[src/rtl/fetch_pkg.sv]
`default_nettype none
// ============================================================================
// Module      : fetch_pkg
// Description : Shared types and constants for the instruction fetch stage:
//               FSM states, next-PC selector, default widths and the
//               saturating retired-fetch counter helper.
// Revision    : 1.0 - initial release
// ============================================================================
package fetch_pkg;

  localparam int unsigned A_DEF = 10;
  localparam int unsigned W_DEF = 9;
  localparam int unsigned CNT_W = 16;
  localparam logic [CNT_W-1:0] CNT_SAT = 16'hFFFF;

  typedef enum logic [1:0] {
    ST_IDLE   = 2'd0,
    ST_RUN    = 2'd1,
    ST_HALTED = 2'd2
  } state_e;

  typedef enum logic [2:0] {
    PC_HOLD = 3'd0,
    PC_SEQ  = 3'd1,
    PC_ABS  = 3'd2,
    PC_REL  = 3'd3,
    PC_LOAD = 3'd4
  } pc_sel_e;

  // Increment that sticks at the all-ones value instead of wrapping
  function automatic logic [CNT_W-1:0] sat_inc(input logic [CNT_W-1:0] v);
    return (v == CNT_SAT) ? v : v + CNT_W'(1);
  endfunction

endpackage
`default_nettype wire

[src/rtl/fetch_unit_if.sv]
`default_nettype none
// ============================================================================
// Module      : fetch_unit_if
// Description : Bundle between the fetch stage and its environment (control
//               from decode, ROM address/data, instruction register out).
//               slave = fetch stage side, master = environment side.
// Revision    : 1.0 - initial release
// ============================================================================
interface fetch_unit_if
  import fetch_pkg::*;
#(
  parameter int A = A_DEF,
  parameter int W = W_DEF
);
  logic             Start;
  logic [A-1:0]     StartAddr;
  logic             Stall;
  logic             BranchTaken;
  logic             BranchRel;
  logic [A-1:0]     Target;
  logic             Halt;
  logic [A-1:0]     InstAddress;
  logic [W-1:0]     InstIn;
  logic [W-1:0]     InstOut;
  logic             InstValid;
  logic             Done;
  logic [CNT_W-1:0] InstCount;

  modport slave (
    input  Start, StartAddr, Stall, BranchTaken, BranchRel, Target, Halt, InstIn,
    output InstAddress, InstOut, InstValid, Done, InstCount
  );

  modport master (
    output Start, StartAddr, Stall, BranchTaken, BranchRel, Target, Halt, InstIn,
    input  InstAddress, InstOut, InstValid, Done, InstCount
  );
endinterface
`default_nettype wire

[src/rtl/fetch_unit_program_counter.sv]
`default_nettype none
// ============================================================================
// Module      : program_counter
// Description : PC register with next-PC mux (hold, sequential, absolute,
//               PC-relative, load). All arithmetic is modulo 2**A.
// Revision    : 1.0 - initial release
// ============================================================================
module program_counter
  import fetch_pkg::*;
#(
  parameter int A = A_DEF
) (
  input  wire logic         CLK,
  input  wire logic         Reset_n,
  input  wire pc_sel_e      sel,
  input  wire logic [A-1:0] load_addr,
  input  wire logic [A-1:0] target,
  output logic      [A-1:0] pc
);

  logic [A-1:0] pc_q;
  logic [A-1:0] pc_d;

  // Next-PC select; the relative form is anchored on the branch's own
  // address (PC-1) and an A-bit add is the same as sign-extending the offset
  always_comb begin
    pc_d = pc_q;
    case (sel)
      PC_HOLD: pc_d = pc_q;
      PC_SEQ:  pc_d = pc_q + A'(1);
      PC_ABS:  pc_d = target;
      PC_REL:  pc_d = pc_q - A'(1) + target;
      PC_LOAD: pc_d = load_addr;
      default: pc_d = pc_q;
    endcase
  end

  // PC register
  always_ff @(posedge CLK or negedge Reset_n) begin
    if (!Reset_n) pc_q <= '0;
    else          pc_q <= pc_d;
  end

  assign pc = pc_q;

endmodule
`default_nettype wire

[src/rtl/fetch_unit.sv]
`default_nettype none
// ============================================================================
// Module      : fetch_unit
// Description : Instruction fetch stage. Owns the PC (drives the ROM address),
//               registers the ROM word for decode, handles start / halt /
//               stall / branch redirect and counts retired fetches.
// Revision    : 1.0 - initial release
// ============================================================================
module fetch_unit
  import fetch_pkg::*;
#(
  parameter int A = A_DEF,
  parameter int W = W_DEF
) (
  input  wire logic   CLK,
  input  wire logic   Reset_n,
  fetch_unit_if.slave bus
);

  state_e           state_q, state_d;
  logic [W-1:0]     inst_q,  inst_d;
  logic             valid_q, valid_d;
  logic             done_q,  done_d;
  logic [CNT_W-1:0] cnt_q,   cnt_d;
  pc_sel_e          pc_sel;
  logic [A-1:0]     pc;

  program_counter #(.A(A)) u_pc (
    .CLK       (CLK),
    .Reset_n   (Reset_n),
    .sel       (pc_sel),
    .load_addr (bus.StartAddr),
    .target    (bus.Target),
    .pc        (pc)
  );

  // Next-state logic; in RUN the order is Halt > Stall > Branch > sequential,
  // and Halt/Branch only act on a live instruction
  always_comb begin
    state_d = state_q;
    inst_d  = inst_q;
    valid_d = valid_q;
    done_d  = done_q;
    cnt_d   = cnt_q;
    pc_sel  = PC_HOLD;
    case (state_q)
      ST_IDLE: begin
        if (bus.Start) begin
          pc_sel  = PC_LOAD;
          cnt_d   = '0;
          state_d = ST_RUN;
        end
      end
      ST_RUN: begin
        if (valid_q && !bus.Stall && !bus.Halt) cnt_d = sat_inc(cnt_q);
        if (bus.Halt && valid_q) begin
          state_d = ST_HALTED;
          done_d  = 1'b1;
          valid_d = 1'b0;
        end else if (bus.Stall) begin
          pc_sel = PC_HOLD;
        end else if (bus.BranchTaken && valid_q) begin
          pc_sel  = bus.BranchRel ? PC_REL : PC_ABS;
          inst_d  = bus.InstIn;
          valid_d = 1'b0;       // fall-through word is squashed
        end else begin
          pc_sel  = PC_SEQ;
          inst_d  = bus.InstIn;
          valid_d = 1'b1;
        end
      end
      ST_HALTED: begin
        if (bus.Start) begin
          pc_sel  = PC_LOAD;
          done_d  = 1'b0;
          cnt_d   = '0;
          state_d = ST_RUN;
        end
      end
      default: state_d = ST_IDLE;
    endcase
  end

  // FSM, instruction register, valid, done and counter registers
  always_ff @(posedge CLK or negedge Reset_n) begin
    if (!Reset_n) begin
      state_q <= ST_IDLE;
      inst_q  <= '0;
      valid_q <= 1'b0;
      done_q  <= 1'b0;
      cnt_q   <= '0;
    end else begin
      state_q <= state_d;
      inst_q  <= inst_d;
      valid_q <= valid_d;
      done_q  <= done_d;
      cnt_q   <= cnt_d;
    end
  end

  assign bus.InstAddress = pc;
  assign bus.InstOut     = inst_q;
  assign bus.InstValid   = valid_q;
  assign bus.Done        = done_q;
  assign bus.InstCount   = cnt_q;

endmodule
`default_nettype wire

[src/flat_wrapper.sv]
// flat-port wrapper written by rule: the top's interface ports become plain ports
module fetch_unit_flat import fetch_pkg::*;
#(
  parameter int A = A_DEF,
  parameter int W = W_DEF
)
  (CLK, Reset_n, bus_Start, bus_StartAddr, bus_Stall, bus_BranchTaken, bus_BranchRel, bus_Target, bus_Halt, bus_InstIn, bus_InstAddress, bus_InstOut, bus_InstValid, bus_Done, bus_InstCount);
  fetch_unit_if #(.A(A), .W(W)) bus_i ();
  input  wire logic CLK;
  input  wire logic Reset_n;
  input wire logic [$bits(bus_i.Start)-1:0] bus_Start;
  input wire logic [$bits(bus_i.StartAddr)-1:0] bus_StartAddr;
  input wire logic [$bits(bus_i.Stall)-1:0] bus_Stall;
  input wire logic [$bits(bus_i.BranchTaken)-1:0] bus_BranchTaken;
  input wire logic [$bits(bus_i.BranchRel)-1:0] bus_BranchRel;
  input wire logic [$bits(bus_i.Target)-1:0] bus_Target;
  input wire logic [$bits(bus_i.Halt)-1:0] bus_Halt;
  input wire logic [$bits(bus_i.InstIn)-1:0] bus_InstIn;
  output wire logic [$bits(bus_i.InstAddress)-1:0] bus_InstAddress;
  output wire logic [$bits(bus_i.InstOut)-1:0] bus_InstOut;
  output wire logic [$bits(bus_i.InstValid)-1:0] bus_InstValid;
  output wire logic [$bits(bus_i.Done)-1:0] bus_Done;
  output wire logic [$bits(bus_i.InstCount)-1:0] bus_InstCount;
  assign bus_i.Start = bus_Start;
  assign bus_i.StartAddr = bus_StartAddr;
  assign bus_i.Stall = bus_Stall;
  assign bus_i.BranchTaken = bus_BranchTaken;
  assign bus_i.BranchRel = bus_BranchRel;
  assign bus_i.Target = bus_Target;
  assign bus_i.Halt = bus_Halt;
  assign bus_i.InstIn = bus_InstIn;
  assign bus_InstAddress = bus_i.InstAddress;
  assign bus_InstOut = bus_i.InstOut;
  assign bus_InstValid = bus_i.InstValid;
  assign bus_Done = bus_i.Done;
  assign bus_InstCount = bus_i.InstCount;
  fetch_unit #(.A(A), .W(W)) u_core (.CLK(CLK), .Reset_n(Reset_n), .bus(bus_i));
endmodule
[config.mk]
export PLATFORM = sky130hd
export DESIGN_NAME = fetch_unit_flat
export DESIGN_NICKNAME = d
export VERILOG_FILES = /design/src/rtl/fetch_pkg.sv /design/src/rtl/fetch_unit_if.sv /design/src/rtl/fetch_unit_program_counter.sv /design/src/rtl/fetch_unit.sv /design/src/flat_wrapper.sv
export SDC_FILE = /design/constraint.sdc
export NUM_CORES = 1
export LEC_CHECK = 0
export ABC_AREA = 1
export CAP_MARGIN = 25
export CORE_ASPECT_RATIO = 0.8
export CORE_MARGIN = 10
export CORE_UTILIZATION = 55
export DETAILED_ROUTE_END_ITERATION = 10
export GPL_TIMING_DRIVEN = 0
export HOLD_SLACK_MARGIN = 0.02
export MAX_ROUTING_LAYER = met4
export PLACE_DENSITY = 0.87
export RECOVER_POWER = 25
export SYNTH_ARGS = -nofsm -noshare
export SYNTH_HDL_FRONTEND = slang
export SYNTH_SLANG_ARGS = --single-unit
[constraint.sdc]
create_clock -name CLK -period 3.5 [get_ports CLK]
set_clock_uncertainty 0.2 [all_clocks]
set_input_delay 0.7 -clock CLK [delete_from_list [all_inputs] [get_ports CLK]]
set_output_delay 0.7 -clock CLK [all_outputs]
set_load 0.01 [all_outputs]
==> summary.txt <==
STA
  • Endpoints failing setup: 0
  • Final min period: 2.86 ns
  • Setup_tns: 0 ns
  • Final Max Slew Viols: 40
  • Final hold violations: 0
  • RSZ-0062 raised after global routing: no
  • Crit share post-route: 81.7%
  • Worst-Margin Slew: 2.08 ns
  • Relative slew slack: -38.8%
  • Fmax: 350 MHz

CTS
  • Clock latency on the worst-skew pair: 0.30 ns
  • Hold-fix buffers, CTS: 0
  • Clk root buf: clkbuf_8
  • Post_cts resized: 0
  • Setup Buffers After CTS: 0
  • Total CTS buffers: 5
  • Clk buf depth: 2
  • H-tree depth: 2
  • Worst-path clk slew: 0.08 ns
  • CTS tree: yes
  • Sink Count: 39

Yosys
  • Mapped Cells: 484
  • Syn_area_per_cell: 6.57 um^2
  • Flops & latches, synth: 39
  • Sequential-to-total area share from yosys stat: 30.7%
  • Synth unique cells: 32
  • Synthesized cell area: 0.00318 mm^2
  • Synth warn: 0
  • Net count after synthesis: 540

Die
  • Num ports: 73
  • Die area: 0.00924 mm^2
  • Die Y-Extent: 88.0 um
  • # rows: 24
  • Core footprint: 0.00553 mm^2
  • Die width: 105 um
  • Initial core utilization: 57.5%

Pwr
  • Sw Pwr: 1300 uW
  • Switching Share: 45.2%
  • Pleak: 0.00209 uW
  • Combinational share of power: 59.0%
  • Internal power: 1580 uW
  • Pwr/cell area: 696 mW/mm^2
  • Clock power frac: 15.8%
  • Maximum vdd drop: 0.426 mV
  • Reg power frac: 25.2%

Worst setup path
  • Critical path type: input pin to flip-flop
  • Crit path max fanout: 3
  • WP data arrival: 2.85 ns
  • CP required: 3.50 ns
  • Critical path cell sequence: clkdlybuf4s50_1 -> inv_1 -> ha_1 -> inv_1 -> ha_1 -> fa_1 -> nand3_1 -> nand3_1 -> nand2_1 -> nand3_1 -> nand3_1 -> nand2_1 -> nand2_1 -> nand2_1
  • Crit-path leading delay family: adder cells
  • Critical path buffer and inverter count: 3
  • Critical Path Max Stage Delay: 0.47 ns
  • CP Launch Type: input pin
  • Critical Path End Type: flip-flop
  • Crit path max-delay cell type: clkdlybuf4s50_1

GRT
  • GRT met2 Usage: 29.5%
  • First-pass GRT wire length: 14500 um
  • Grt total ovfl: 0
  • GRT busiest layer: met2
  • Pin count of the biggest net entering global routing: 40
  • Grt met1 use: 24.5%
  • Vias in the first global route: 3240
  • Met3 global-route usage: 5.14%
  • Initial antenna violation count: 0
  • Tot GR Track Use: 19.6%

Status
  • Outcome: finished with violations
  • Failing checks: capacitance limit, slew limit

Route
  • Routed vias/inst: 5.10
  • First-pass iteration count of the detailed router: 5
  • Final WL: 8540 um
  • WL/cell: 13.3 um
  • Post-route ant nets: 0
  • Drt drc: 0
  • DR iter-0 viols: 189
  • Vias: 3276

Layout
  • Commonest non-fill, non-tap cell in the layout: nand2_1
  • Most frequent cells in the layout: nand2_1 (177), inv_1 (74), clkdlybuf4s50_1 (71), nand3_1 (43)
  • Area of the multi-input gates: 0.00184 mm^2
  • Fillcell total: 474
  • Share of cells above drive strength 1: 6.74%
  • Util after Layout: 74.7%
  • Antenna Cells: 0
  • Layout area overhead: 29.8%
  • Final #Nets: 619
  • Register area: 976 um^2

Place
  • Routability Congestion: 0.929
  • Port Buffer Count: 72
  • DPL Wire Length: 6690 um

Flow run
  • Max-cap violation count: 1

Min path
  • Hold WC Path Type: flip-flop to flip-flop
-- kinds of logic after synthesis --
family | synth area share (%)
and+or+nand+nor | 42.2
buffers and inverters | 11.5
DFF | 30.7
AOI/OAI and AO/OA | 3.90
adders and majority gates | 8.11
xor gates and xnor gates | 3.58
-- worst min-delay path: stages, from the launching register on --
cell,delay (ns)
dfrtp_1,0.35
nand2_1,0.05
nand2_1,0.05
-- final cells by class --
type / count / share of cell area [%]
timing repair buffer: 72 / 17.3
clock inverter: 3 / 1.64
sequential: 39 / 23.7
multi-input combinational: 357 / 44.5
inverter: 79 / 7.22
tap: 78 / 2.37
clock buffer: 5 / 1.67
buffer: 9 / 1.64
-- cell usage after synthesis --
| cell type | n | share of area (%) |
|---|---|---|
| nand3_1 | 43 | 6.8 |
| o21ai_2 | 1 | 0.28 |
| nand2_4 | 2 | 0.71 |
| nand4_1 | 14 | 2.8 |
| o21ai_0 | 9 | 1.4 |
| o31ai_1 | 1 | 0.24 |
| buf_2 | 3 | 0.47 |
| nor3_1 | 6 | 0.94 |
| nor2_1 | 39 | 4.6 |
| nand3_2 | 4 | 1.3 |
| clkinv_1 | 1 | 0.12 |
| fa_1 | 1 | 0.63 |
| nand2_1 | 177 | 21 |
| buf_4 | 2 | 0.47 |
| nand2_2 | 3 | 0.59 |
| nor2_4 | 3 | 1.1 |
| xor2_1 | 11 | 3.0 |
| or2_2 | 3 | 0.59 |
| clkinv_2 | 1 | 0.16 |
| dfrtp_1 | 39 | 31 |
| xnor2_1 | 2 | 0.55 |
| nor2_2 | 1 | 0.20 |
| ha_1 | 19 | 7.5 |
| buf_6 | 3 | 1.1 |
| nand3b_1 | 5 | 1.2 |
| nor2_8 | 1 | 0.63 |
| a31oi_1 | 2 | 0.39 |
| clkbuf_1 | 1 | 0.12 |
| a21oi_1 | 5 | 0.79 |
| inv_1 | 74 | 8.7 |
| o21ai_1 | 5 | 0.79 |
| inv_2 | 3 | 0.35 |
-- registers in the layout (all words and copies together), names as in the netlist --
signal	count
u_core.bus.Done	1
u_core.state_q	2
u_core.bus.InstValid	1
u_core.bus.InstCount	16
u_core.u_pc.pc	10
u_core.bus.InstOut	9
-- power groups by stage --
| stage | clock network (uW) | logic (uW) | registers, uW |
|---|---|---|---|
| final | 454 | 1700 | 724 |
| after global routing | 478 | 1910 | 748 |
| after CTS | 462 | 1700 | 723 |
| after detailed placement | 0 | 1680 | 729 |
| after global placement | 0 | 1630 | 724 |
| after floorplan | 0 | 1060 | 761 |
-- metal layers --
| metal | wire (um) | vias up | share of wire (%) |
|---|---|---|---|
| met5 | 0 | - | 0 |
| met4 | 159 | 0 | 1.9 |
| met3 | 618 | 15 | 7.2 |
| met2 | 3680 | 112 | 43 |
| met1 | 4080 | 1476 | 48 |
| li1 | - | 1673 | - |
-- per-stage QoR --
stage	cell area [um^2]	total power, uW	cells	hold WS [ns]	setup slack, ns
after CTS	4130	2880	642	0.286	0.642
after floorplan	3180	1820	484	0.204	1.04
after global placement	4000	2350	634	0.253	0.368
after global routing	4130	3130	642	0.308	0.499
final	4130	2870	642	0.281	0.642
after detailed placement	3990	2410	634	0.266	0.329
-- worst paths after layout --
| check | slack (ns) | start | end | cells past startpoint |
|---|---|---|---|---|
| setup / recovery | 0.64 | bus_Target[1] | u_core.u_pc.pc[9]$_DFFE_PN0P_ | 14 |
| hold / removal | 0.28 | u_core.bus.InstOut[8]$_DFFE_PN0P_ | u_core.bus.InstOut[8]$_DFFE_PN0P_ | 2 |
| setup reg to reg | 1.06 | u_core.u_pc.pc[1]$_DFFE_PN0P_ | u_core.u_pc.pc[9]$_DFFE_PN0P_ | 13 |
| hold reg to reg | 0.28 | u_core.bus.InstOut[8]$_DFFE_PN0P_ | u_core.bus.InstOut[8]$_DFFE_PN0P_ | 2 |
| max in group asynchronous | 1.13 | Reset_n | u_core.bus.InstValid$_DFFE_PN0P_ | 1 |
| min in group asynchronous | 0.79 | Reset_n | u_core.u_pc.pc[9]$_DFFE_PN0P_ | 1 |
Power figures use the tool's default switching activity.
